## src/rtl/spi_slave_rx.sv

```systemverilog
// SPI mode-0 target receiver: synchronises the SPI pins into clk, deframes command + payload bytes.
// Optional MISO return path is compiled in with `define SPI_SLAVE_MISO_EN.
module spi_slave_rx #(
    parameter int SYNC_STAGES = 2
) (
    input  logic        clk,
    input  logic        reset,
    input  logic        spi_sck,
    input  logic        spi_ssel_n,
    input  logic        spi_mosi,
    output logic        spi_miso,
    input  logic [7:0]  spi_txdata,
    output logic        spi_tx_next,
    output logic [7:0]  spi_cmd,
    output logic [63:0] spi_rxdata,
    output logic [3:0]  spi_rxcount,
    output logic        spi_msg_end
);

    typedef enum logic [1:0] {
        ST_IDLE  = 2'd0,
        ST_READY = 2'd1,
        ST_CMD   = 2'd2,
        ST_DATA  = 2'd3
    } state_t;

    localparam logic [7:0] IDLE_OBS = 8'(SYNC_STAGES);

    logic [SYNC_STAGES-1:0] sck_sync_q;
    logic [SYNC_STAGES-1:0] ssel_sync_q;
    logic [SYNC_STAGES-1:0] mosi_sync_q;
    logic                   sck_prev_q;
    logic                   ssel_prev_q;

    state_t      state_q, state_d;
    logic [2:0]  bit_cnt_q, bit_cnt_d;
    logic [7:0]  rx_byte_q, rx_byte_d;
    logic [7:0]  cmd_q, cmd_d;
    logic [63:0] rxdata_q, rxdata_d;
    logic [3:0]  rxcount_q, rxcount_d;
    logic        msg_end_q, msg_end_d;
    logic [7:0]  idle_cnt_q, idle_cnt_d;

    logic        sck_s, ssel_s, mosi_s;
    logic        sck_rise_s, ssel_rise_s, ssel_fall_s;
    logic [7:0]  byte_s;
    logic        in_frame_s;
    logic        bit_take_s;
    logic        byte_done_s;
    logic        frame_start_s;
    logic        frame_stop_s;

    assign sck_s       = sck_sync_q[SYNC_STAGES-1];
    assign ssel_s      = ssel_sync_q[SYNC_STAGES-1];
    assign mosi_s      = mosi_sync_q[SYNC_STAGES-1];
    assign sck_rise_s  = sck_s & ~sck_prev_q;
    assign ssel_rise_s = ssel_s & ~ssel_prev_q;
    assign ssel_fall_s = ~ssel_s & ssel_prev_q;
    assign byte_s      = {rx_byte_q[6:0], mosi_s};

    assign in_frame_s    = (state_q == ST_CMD) || (state_q == ST_DATA);
    assign bit_take_s    = in_frame_s && sck_rise_s && !ssel_rise_s;
    assign byte_done_s   = bit_take_s && (bit_cnt_q == 3'd7);
    assign frame_start_s = (state_q == ST_READY) && ssel_fall_s;
    assign frame_stop_s  = in_frame_s && ssel_rise_s;

    // Pin synchronisers and edge-detect history registers.
    always_ff @(posedge clk) begin
        if (reset) begin
            sck_sync_q  <= {SYNC_STAGES{1'b1}};
            ssel_sync_q <= {SYNC_STAGES{1'b1}};
            mosi_sync_q <= {SYNC_STAGES{1'b1}};
            sck_prev_q  <= 1'b1;
            ssel_prev_q <= 1'b1;
        end else begin
            sck_sync_q  <= {sck_sync_q[SYNC_STAGES-2:0], spi_sck};
            ssel_sync_q <= {ssel_sync_q[SYNC_STAGES-2:0], spi_ssel_n};
            mosi_sync_q <= {mosi_sync_q[SYNC_STAGES-2:0], spi_mosi};
            sck_prev_q  <= sck_s;
            ssel_prev_q <= ssel_s;
        end
    end

    // Deframing state machine: next state and next register values.
    always_comb begin
        state_d    = state_q;
        bit_cnt_d  = bit_cnt_q;
        rx_byte_d  = rx_byte_q;
        cmd_d      = cmd_q;
        rxdata_d   = rxdata_q;
        rxcount_d  = rxcount_q;
        msg_end_d  = 1'b0;
        idle_cnt_d = 8'd0;
        case (state_q)
            // After reset the synchroniser still holds its reset 1s, so ssel
            // must be seen high once more than the chain is deep before it is trusted.
            ST_IDLE: begin
                if (ssel_s) begin
                    if (idle_cnt_q >= IDLE_OBS) begin
                        state_d = ST_READY;
                    end else begin
                        idle_cnt_d = idle_cnt_q + 8'd1;
                    end
                end else begin
                    idle_cnt_d = 8'd0;
                end
            end
            ST_READY: begin
                if (ssel_fall_s) begin
                    state_d   = ST_CMD;
                    bit_cnt_d = 3'd0;
                    rx_byte_d = 8'h00;
                    rxdata_d  = 64'd0;
                    rxcount_d = 4'd0;
                end else begin
                    state_d = ST_READY;
                end
            end
            ST_CMD: begin
                if (ssel_rise_s) begin
                    state_d = ST_READY;
                end else if (sck_rise_s) begin
                    rx_byte_d = byte_s;
                    bit_cnt_d = bit_cnt_q + 3'd1;
                    if (bit_cnt_q == 3'd7) begin
                        cmd_d   = byte_s;
                        state_d = ST_DATA;
                    end else begin
                        state_d = ST_CMD;
                    end
                end else begin
                    state_d = ST_CMD;
                end
            end
            ST_DATA: begin
                if (ssel_rise_s) begin
                    state_d   = ST_READY;
                    msg_end_d = 1'b1;
                end else if (sck_rise_s) begin
                    rx_byte_d = byte_s;
                    bit_cnt_d = bit_cnt_q + 3'd1;
                    if (bit_cnt_q == 3'd7) begin
                        rxdata_d  = {byte_s, rxdata_q[63:8]};
                        rxcount_d = (rxcount_q == 4'd15) ? 4'd15 : (rxcount_q + 4'd1);
                    end else begin
                        rxcount_d = rxcount_q;
                    end
                end else begin
                    state_d = ST_DATA;
                end
            end
            default: begin
                state_d = ST_IDLE;
            end
        endcase
    end

    // Deframing state and output registers.
    always_ff @(posedge clk) begin
        if (reset) begin
            state_q    <= ST_IDLE;
            bit_cnt_q  <= 3'd0;
            rx_byte_q  <= 8'h00;
            cmd_q      <= 8'h00;
            rxdata_q   <= 64'd0;
            rxcount_q  <= 4'd0;
            msg_end_q  <= 1'b0;
            idle_cnt_q <= 8'd0;
        end else begin
            state_q    <= state_d;
            bit_cnt_q  <= bit_cnt_d;
            rx_byte_q  <= rx_byte_d;
            cmd_q      <= cmd_d;
            rxdata_q   <= rxdata_d;
            rxcount_q  <= rxcount_d;
            msg_end_q  <= msg_end_d;
            idle_cnt_q <= idle_cnt_d;
        end
    end

    assign spi_cmd     = cmd_q;
    assign spi_rxdata  = rxdata_q;
    assign spi_rxcount = rxcount_q;
    assign spi_msg_end = msg_end_q;

`ifdef SPI_SLAVE_MISO_EN
    logic       sck_fall_s;
    logic [7:0] tx_shift_q, tx_shift_d;
    logic       tx_pend_q, tx_pend_d;
    logic       tx_next_q, tx_next_d;

    assign sck_fall_s = ~sck_s & sck_prev_q;

    // TX shifter; a byte-boundary reload waits for the following SCK fall so the
    // new MSB is not shifted away before the host samples it.
    always_comb begin
        tx_shift_d = tx_shift_q;
        tx_pend_d  = tx_pend_q;
        tx_next_d  = 1'b0;
        if (frame_start_s) begin
            tx_shift_d = spi_txdata;
            tx_pend_d  = 1'b0;
            tx_next_d  = 1'b1;
        end else if (!in_frame_s || frame_stop_s) begin
            tx_shift_d = 8'hFF;
            tx_pend_d  = 1'b0;
        end else if (sck_fall_s) begin
            if (tx_pend_q) begin
                tx_shift_d = spi_txdata;
                tx_pend_d  = 1'b0;
                tx_next_d  = 1'b1;
            end else begin
                tx_shift_d = {tx_shift_q[6:0], 1'b1};
            end
        end else if (byte_done_s) begin
            tx_pend_d = 1'b1;
        end else begin
            tx_pend_d = tx_pend_q;
        end
    end

    // TX shifter registers.
    always_ff @(posedge clk) begin
        if (reset) begin
            tx_shift_q <= 8'hFF;
            tx_pend_q  <= 1'b0;
            tx_next_q  <= 1'b0;
        end else begin
            tx_shift_q <= tx_shift_d;
            tx_pend_q  <= tx_pend_d;
            tx_next_q  <= tx_next_d;
        end
    end

    assign spi_miso    = tx_shift_q[7];
    assign spi_tx_next = tx_next_q;
`else
    logic unused_txdata_s;
    assign unused_txdata_s = ^{spi_txdata, byte_done_s, bit_take_s, frame_start_s, frame_stop_s};
    assign spi_miso        = 1'b1;
    assign spi_tx_next     = 1'b0;
`endif

endmodule

```

## config.mk

```make
export PLATFORM = sky130hd
export DESIGN_NAME = spi_slave_rx
export DESIGN_NICKNAME = d
export VERILOG_FILES = /design/src/rtl/spi_slave_rx.sv
export SDC_FILE = /design/constraint.sdc
export NUM_CORES = 1
export LEC_CHECK = 0
export ABC_CLOCK_PERIOD_IN_PS = 3050
export BUFFER_PORTS_ARGS = -buffer_cell sky130_fd_sc_hd__clkbuf_2
export CORE_AREA = 5 5 97 99
export CTS_CLUSTER_DIAMETER = 40
export DETAILED_ROUTE_END_ITERATION = 8
export DIE_AREA = 0 0 102 104
export HOLD_SLACK_MARGIN = 0.12
export PLACE_DENSITY = 0.7
export REMOVE_ABC_BUFFERS = 1
export SETUP_SLACK_MARGIN = 0.4
export SYNTH_ARGS = -nofsm -noshare
export SYNTH_HDL_FRONTEND = slang
export SYNTH_SLANG_ARGS = --single-unit
export TNS_END_PERCENT = 10
```

## constraint.sdc

```tcl
create_clock -name clk -period 3.05 [get_ports clk]
set_clock_uncertainty 0.15 [all_clocks]
set_input_delay 0.1525 -clock clk [delete_from_list [all_inputs] [get_ports clk]]
set_output_delay 0.1525 -clock clk [all_outputs]
set_load 0.01 [all_outputs]
```

==> results.txt, run 1 <==
The flow ran to the end, and the final reports show no timing, DRC or antenna violations. The placeable core region came out at 8470 um^2. The depth of the worst register-to-register path is 5. The endpoint identified for the worst register-to-register timing path is rx_byte_q[5]. The cell internal power dissipation is between 1500 and 2000 uW.

The register-to-register setup slack came out at 930 ps. The detailed placement HPWL came out at 5.26 mm. Summed over all layers, the routed wires come to about 8.2 mm.

The leakage dissipation came out at between 0.0015 and 0.002 uW. The count of input and output buffers came out at 81. The data required time of the critical path came out at about 3100 ps.

The highest-delay cell along the critical path is sky130_fd_sc_hd__dfxtp_1. The initial antenna violation count came out at 0. The first TritonRoute pass finished after 4 iterations. The later-pin clock latency in the skew report is 350 ps. Dividing the detail-routed via count by the number of cells gives 5.07. The initial utilization of the core area, before any placement, comes to 48.3%.

The aggregate global-route resource usage came out at around 16%. The DRC marker count from the first detailed-route iteration came out at 173. The number of standard-cell rows in the floorplan is 34. The final hold slack came out at 264 ps. The stage delay of the slowest cell on the critical path is approximately 510 ps. Pin placement for this block handled just over 90 I/O pins.

The startpoint kind of the worst setup timing path is a flip-flop. The number of setup buffers added after CTS is 0. The signed area change from the synthesized netlist to the final layout came out at 16.4%. The sequential fraction of the synthesis area came out at ~51%. The number of synthesis warnings came out at 0. After technology mapping, the gate count stands at roughly 440. Across the run, the number of max-cap violations was 0. After layout, the worst path uses 69.7% of the clock period. The min-delay analysis places its worst path in the category reg -> reg. Summed over all nets, wire length on met2 after detailed routing comes to 3.66 mm. The worst setup path is of the reg -> reg kind.

Entering global routing, the biggest net connects 85 pins. The number of nets in the layout is between 500 and 600. The wire length on met3 came out at 494 um. Net switching is ~22% of the power. The fraction of power consumed by the clock network is a little over a third. The maximum level of the CTS H-tree is 3. The net switching power of the design is 496 uW. The count of flip-flops with a built-in enable after synthesis came out at 0.

The final number of hold-violating endpoints is 0. The uppermost signal routing layer after detailed routing is met4. The post-layout worst setup margin is 925 ps. The number of antenna cells inserted came out at 0. In the routed design, unresolved DRC markers number 0.

In this design, the largest share of critical-path delay is due to simple AND/OR/NAND/NOR gates. Data arrives at the worst endpoint at 2200 ps. IR analysis of the VDD net gives a maximum drop of around 0.22 mV. The per-cell routed wire length came out at ~13 um. Setup repair after global routing left no endpoint under its margin. CTS placed an instance of sky130_fd_sc_hd__clkbuf_8 at the clock tree root. The share of total power dissipated in sequential elements is 61.1%.

The CTS tree is yes. The count of state elements after synthesis came out at 105. The worst slew margin relative to its limit came out at 50.3%. For this block, wires on met1 add up to 3.90 mm. The vertical die dimension came out at 104 um. The final standard cell area without fillers is 4760 um^2. The largest fanout on the critical path is 26. The minimum clock period after layout is between 2000 and 2500 ps. Based on the critical path, the design can be clocked at up to approximately 0.47 GHz. Along the worst hold path, the cell count comes to 1. The beginning of the critical path is state_q[0].

The fraction of synthesis flops using an asynchronous set or reset pin came out at 0%. The remaining number of nets flagged by the antenna check after routing came out at 0. In this run the mean area of a mapped cell was about 9 um^2. Of the cells placed in the final design, the portion with a size suffix greater than 1 is 22.4%. The number of pins with negative max-slew slack in the final report is 0.

The combined buffer and inverter count along the critical path came out at 1. Summed over all instances, the cell type with the most area after synthesis is sky130_fd_sc_hd__dfxtp_1. The clock-pin slew on the worst setup and hold paths came out at 90 ps. The CTS buffer count came out at 9. The synthesized netlist contains 43 unique library cells. The detailed router placed 3167 vias in this run. The number of clock sinks seen by CTS came out at roughly 110. The number of failing setup endpoints in the final timing report came out at 0. The critical register-to-register path startpoint is state_q[0]. The startpoint identified for the worst hold timing path is mosi_sync_q[0].

The via count of the first global-routing pass came out at between 2k and 3k. The cell area after placement is approximately 4500 um^2. Of the post-synthesis cell area, the dominant cell type holds 51.4%. The die is 102 um wide. STA classifies the critical path endpoint as a flip-flop.

Ranked by total cell area, the synthesized netlist is headed by sky130_fd_sc_hd__dfxtp_1, sky130_fd_sc_hd__nand2b_1, sky130_fd_sc_hd__nand3_1. Summing every instance area after synthesis gives 4090 um^2. The main flop type after synthesis is sky130_fd_sc_hd__dfxtp_1. For hold timing, the worst endpoint is mosi_sync_q[1].

At the placement stage, the worst setup path has a slack of 946 ps. The number of gates resized after CTS is 0. Combinational logic is responsible for 2.8% of the overall power. The total of fill cells in the finished design came out at 785. The transition time of the tightest slew-check pin is 739 ps.

Traced cell by cell, the critical path runs through nand4bb_1, buf_4, and2_1, mux2i_1, nor2_1. The overall overflow remaining after global route is 0. The hold-fix buffer count after cts came out at 4. At the end of routability-driven placement, the weighted congestion stood at 0.760.

For this design the ratio of total power to cell area is 477 nW/um^2. The area enclosed by the die boundary is 10600 um^2. The first global-routing pass estimated 13.7 mm of wire.

The sum of internal, switching and leakage power came out at about 2300 uW. The buffer levels on the longest clock path is 2.
-- through the flow --
step | TNS, ps | cells | util (%)
final | 0 | 625 | 56.2
after global routing | 0 | 625 | 56.2
after CTS | 0 | 625 | 56.2
after detailed placement | 0 | 606 | 53.6
after global placement | 0 | 606 | 53.6
after floorplan | -42750 | 412 | -
-- layout by cell type, fill, tap and decap left out, types with 3 or more instances in the layout --
| cell type | instances |
|---|---|
| sky130_fd_sc_hd__ha_1 | 5 |
| sky130_fd_sc_hd__a21oi_1 | 26 |
| sky130_fd_sc_hd__clkbuf_8 | 9 |
| sky130_fd_sc_hd__nand2b_1 | 42 |
| sky130_fd_sc_hd__buf_4 | 4 |
| sky130_fd_sc_hd__clkbuf_2 | 80 |
| sky130_fd_sc_hd__nor2_1 | 22 |
| sky130_fd_sc_hd__o21ai_1 | 39 |
| sky130_fd_sc_hd__dlygate4sd3_1 | 4 |
| sky130_fd_sc_hd__nand2_1 | 28 |
| sky130_fd_sc_hd__inv_1 | 3 |
| sky130_fd_sc_hd__mux2i_1 | 18 |
| sky130_fd_sc_hd__nand3b_1 | 27 |
| sky130_fd_sc_hd__and2_0 | 4 |
| sky130_fd_sc_hd__conb_1 | 7 |
| sky130_fd_sc_hd__nand3_1 | 41 |
| sky130_fd_sc_hd__dfxtp_1 | 105 |
| sky130_fd_sc_hd__clkinv_2 | 3 |
| sky130_fd_sc_hd__and2_1 | 5 |
| sky130_fd_sc_hd__o21ai_0 | 3 |
| sky130_fd_sc_hd__or2_2 | 8 |
-- power groups by stage --
stage                     Combinational (uW)  Clock, uW  Sequential, uW
after floorplan                         31.6          0            1420
after global placement                  59.5          0            1420
after detailed placement                60.8          0            1420
after CTS                               64.7        847            1390
after global routing                    72.1        890            1390
final                                   64.6        820            1390
-- layer usage --
layer | up-vias | GRT usage [%]
li1 | 1634 | -
met1 | 1447 | 21.7
met2 | 75 | 23.2
met3 | 11 | 2.55
met4 | 0 | 7.40
met5 | - | 0
-- final cells by class --
cell class | count | area (um^2) | area share, %
Sequential cell | 105 | 2100 | 44.2
Multi-Input combinational cell | 303 | 1830 | 38.4
Timing Repair Buffer | 90 | 495 | 10.4
Tap cell | 108 | 135 | 2.84
Clock buffer | 9 | 124 | 2.60
Clock inverter | 6 | 60.1 | 1.26
Inverter | 4 | 15.0 | 0.315
-- sequential cells by signal, indices dropped and copies added, names as in the netlist --
name,flops
spi_rxdata,64
idle_cnt_q,8
spi_cmd,8
rx_byte_q,7
spi_rxcount,4
bit_cnt_q,3
mosi_sync_q,2
sck_sync_q,2
ssel_sync_q,2
state_q,2
sck_prev_q,1
spi_msg_end,1
ssel_prev_q,1
-- synth_stat cells, types with 2 or more instances --
cell type,number
sky130_fd_sc_hd__o211ai_1,2
sky130_fd_sc_hd__nand3_1,41
sky130_fd_sc_hd__a31oi_1,2
sky130_fd_sc_hd__o21ai_1,39
sky130_fd_sc_hd__ha_1,5
sky130_fd_sc_hd__a21oi_1,26
sky130_fd_sc_hd__buf_2,8
sky130_fd_sc_hd__or3b_1,2
sky130_fd_sc_hd__buf_1,2
sky130_fd_sc_hd__clkbuf_1,19
sky130_fd_sc_hd__buf_4,8
sky130_fd_sc_hd__o31ai_1,2
sky130_fd_sc_hd__nand2b_1,42
sky130_fd_sc_hd__and2_1,5
sky130_fd_sc_hd__dfxtp_1,105
sky130_fd_sc_hd__nor2_1,23
sky130_fd_sc_hd__o21ai_0,3
sky130_fd_sc_hd__and2_0,4
sky130_fd_sc_hd__conb_1,2
sky130_fd_sc_hd__nand3b_1,27
sky130_fd_sc_hd__or2_2,8
sky130_fd_sc_hd__inv_1,3
sky130_fd_sc_hd__nand2_1,28
sky130_fd_sc_hd__mux2i_1,18
sky130_fd_sc_hd__nor4_1,2
-- how the worst max path moves through the flow --
stage | to | slack [ps] | cells after the start
6_report | rx_byte_q[5] | 930 | 5
5_1_grt | rx_byte_q[5] | 720 | 5
4_1_cts | spi_cmd[5] | 920 | 6
3_5_place_dp | spi_cmd[5] | 950 | 6
3_3_place_gp | spi_cmd[2] | 960 | 6
2_1_floorplan | spi_rxdata[0] | -1140 | 5
-- logic make-up after synthesis --
logic type / after synthesis / share of synthesized area [%]
flip-flops: 105 / 51.4
adder cells (fa/ha/maj): 5 / 1.53
other: 2 / 0.184
buffers and inverters: 41 / 4.74
multiplexers: 18 / 4.41
XOR/XNOR: 1 / 0.214
AO/OA/AOI/OAI: 79 / 10.5
AND/OR/NAND/NOR: 193 / 27.0
-- worst register-to-register path: cells and delay by family (launching register included) --
family	cells	cell delay (ps)
multiplexers	1	160
AND/OR/NAND/NOR	3	760
flip-flops	1	510
buffers and inverters	1	420
(Power assumes the default switching activity.)
==> inputs of run 2 (changes only) <==
--- a/config.mk
+++ b/config.mk
@@ -5,12 +5,12 @@
 export SDC_FILE = /design/constraint.sdc
 export NUM_CORES = 1
 export LEC_CHECK = 0
-export ABC_CLOCK_PERIOD_IN_PS = 3050
+export ABC_CLOCK_PERIOD_IN_PS = 1700
 export BUFFER_PORTS_ARGS = -buffer_cell sky130_fd_sc_hd__clkbuf_2
-export CORE_AREA = 5 5 97 99
+export CORE_AREA = 5 5 99 101
 export CTS_CLUSTER_DIAMETER = 40
 export DETAILED_ROUTE_END_ITERATION = 8
-export DIE_AREA = 0 0 102 104
+export DIE_AREA = 0 0 104 106
 export HOLD_SLACK_MARGIN = 0.12
 export PLACE_DENSITY = 0.7
 export REMOVE_ABC_BUFFERS = 1
==> constraint.sdc (replaced) <==
create_clock -name clk -period 1.7 [get_ports clk]
set_clock_uncertainty 0.15 [all_clocks]
set_input_delay 0.085 -clock clk [delete_from_list [all_inputs] [get_ports clk]]
set_output_delay 0.085 -clock clk [all_outputs]
set_load 0.01 [all_outputs]
==> run 2 against run 1 <==
Effect of this change: the run now ends with negative setup slack left; final cell count grew 7.4%; flip-flop and latch count unchanged; hold slack lost 99 ps; first-iteration DRC count grew 0.58%; sequential power up 79%; register-to-register slack worse by 1000 ps; worst setup slack got worse by 1000 ps; critical path type unchanged; largest cell class unchanged; highest routed layer unchanged.
==> results.txt, run 2 (same netlist as run 1, synthesis figures left out) <==
The flow ran to the end, but the final reports show violations. The checks that failed: negative setup slack. After legalization and detailed placement, the total HPWL measured 5.82 mm. The worst hold path begins at reset. After the last flow step, the layout net total stands at between 500 and 600. The total of fill cells in the finished design is 756. The final standard cell area without fillers came out at 5510 um^2. The via count of the first global-routing pass was 3163. For this design, the sink count on the clock tree is 105.

In the finished design, the share of the clock period the worst path needs comes to 107%. The number of iterations in the first detailed-routing pass came out at 4. The aggregate global-route resource usage came out at 16.6%.

The peak supply drop is 0.351 mV. The remaining number of nets flagged by the antenna check after routing came out at 0. After detailed routing, the total wire length is slightly below 10 mm. The path class of the tightest hold or removal check is in -> reg. The initial antenna violation count came out at 0.

The first global-routing pass estimated 15.4 mm of wire. STA classifies the critical path startpoint as a flip-flop. The analysis attributes to cell leakage a power of 0.00219 uW. The worst setup path is captured at a flip-flop. The share of total power dissipated in sequential elements is 60.0%. The largest fanout on the critical path came out at 10. The library cell used most frequently in the layout, excluding fill and tap cells, is sky130_fd_sc_hd__dfxtp_1. The total DRC errors in the routed layout is 0. Summed over all layers, the global routing overflow is 0. The areal power density over the cells is 753 nW/um^2. The clock network burns approximately 36% of the power. The cell area after placement is around 4800 um^2. Per report_power, the combinational group accounts for 4.5% of the total. The net switching share of the total power is between 20% and 30%. The number of failing setup endpoints in the final timing report is between 60 and 70. The first routing iteration left 174 violations. Counting instances, the worst hold path has a depth of 5.

The die is 106 um tall. The area enclosed by the die boundary is 11000 um^2. The post-layout worst setup margin is -118 ps. The cell sitting at the root of the clock tree is a sky130_fd_sc_hd__clkbuf_8. The buffer levels on the longest clock path is 2. The minimum clock period after layout is 1820 ps.

The clock reaches the later pin of the worst-skew pair after 360 ps. The via density per instance came out at between 5 and 6. The signed area change from the synthesized netlist to the final layout came out at 34.8%. The net switching power of the design came out at 987 uW.

The worst setup path is of the reg -> reg kind. The die width came out at 104 um. The count of input and output buffers came out at 81. The worst-case hold path end point is spi_rxdata[35]. The maximum level of the CTS H-tree came out at 3. The number of pins with negative max-slew slack in the final report is 0. The CTS buffer count is 9. The depth of the worst register-to-register path came out at 9. The register-to-register setup slack is -120 ps.

The pin count of the biggest net entering global routing came out at 56. The maximum clock rate came out at 0.550 GHz. The worst setup timing slack at the placement stage is -177 ps. The clock-pin slew on the worst setup and hold paths is 100 ps. The final sum of negative setup slack is -3360 ps. The count of vias placed by the detailed router came out at 3434.

The number of antenna cells inserted is 0. Across the run, the number of max-cap violations was 0. For this design the top-level I/O count stands at 92.

In the final routed layout, each cell accounts on average for between 10 and 15 um. In the layout the commonest cells are sky130_fd_sc_hd__dfxtp_1, sky130_fd_sc_hd__clkbuf_2, sky130_fd_sc_hd__nand2b_1, sky130_fd_sc_hd__nand3_1, sky130_fd_sc_hd__o21ai_1. TritonCTS built the clock tree. The data required time of the critical path is 1850 ps. Internal power comes to 3160 uW. The worst register-to-register path ends at spi_rxdata[55]. The initial cell density of the core is 45.8%.

The fraction of final layout cells with drive strength greater than 1 is about a third. The final weighted congestion in routability-driven placement is approximately 0.77. The startpoint identified for the worst register-to-register timing path is bit_cnt_q[1]. The number of standard-cell rows in the floorplan is 35. The final number of hold-violating endpoints is 0.

The placeable core region came out at 8930 um^2. Setup repair after global routing could not meet its margin everywhere. Data arrives at the worst endpoint at 1970 ps. The flip-flop count of the largest register after layout came out at 64.
## run 2: power by group through the flow
stage | combinational [uW] | clock (uW) | sequential, uW
global route | 200 | 1610 | 2490
finish | 185 | 1470 | 2490
global placement | 134 | 0 | 2540
CTS | 165 | 1500 | 2490
detailed placement | 137 | 0 | 2540
floorplan | 56.8 | 0 | 2540
## run 2: what timing repair did
| action | in CTS | in global routing |
|---|---|---|
| cloned | 5 | 2 |
| hold buffers | 6 | 5 |
| gates resized for setup | 19 | 24 |
| pin swaps | 15 | 12 |
| endpoints found under the hold margin | 15 | 4 |
| buffers inserted | 7 | 2 |
| setup endpoints to repair | 90 | 90 |
## run 2: worst max-delay path, cell delays in order (launching register included)
cell and delay, ps:
sky130_fd_sc_hd__dfxtp_2 370, sky130_fd_sc_hd__ha_4 140, sky130_fd_sc_hd__ha_4 130, sky130_fd_sc_hd__nand3b_4 100
sky130_fd_sc_hd__buf_6 140, sky130_fd_sc_hd__nor3_4 160, sky130_fd_sc_hd__buf_12 170, sky130_fd_sc_hd__clkbuf_16 160
sky130_fd_sc_hd__nand2_1 70, sky130_fd_sc_hd__a21oi_1 150
## run 2: area by class of cell
cell class                 instances  area [um^2]  share of cell area (%)
clock buffer                      10          138                    2.50
clock inverter                     6         50.0                   0.908
inverter                           4         15.0                   0.273
multi-input combinational        303         1950                    35.5
sequential                       105         2110                    38.3
tap                              111          139                    2.52
timing repair buffer             132         1100                    20.0
## run 2: layer usage
| metal | vias up | wire, um | global-route usage [%] | share of wire [%] |
|---|---|---|---|---|
| li1 | 1734 | - | - | - |
| met1 | 1595 | 4530 | 22.8 | 47 |
| met2 | 92 | 4440 | 25.5 | 46 |
| met3 | 13 | 635 | 4.61 | 6.5 |
| met4 | 0 | 138 | 5.18 | 1.4 |
| met5 | - | 0 | 0 | 0 |
## run 2: worst max path at each step
stage	startpoint	to	cells after the start
floorplan	bit_cnt_q[0]	spi_rxdata[0]	5
global placement	bit_cnt_q[0]	spi_rxdata[38]	8
detailed placement	bit_cnt_q[0]	spi_rxdata[5]	8
CTS	bit_cnt_q[1]	spi_rxcount[3]	9
global route	bit_cnt_q[1]	spi_rxdata[55]	9
finish	bit_cnt_q[1]	spi_rxdata[55]	9
## run 2: metrics by stage
step                      utilization, %  power [uW]  hold slack (ps)  std cells
after CTS                           59.3        4160            -65.7        662
after floorplan                        -        2600             4.07        412
after detailed placement            53.4        2680              122        628
final                               61.7        4150              166        671
after global placement              53.4        2680              123        628
after global routing                61.7        4300              189        671
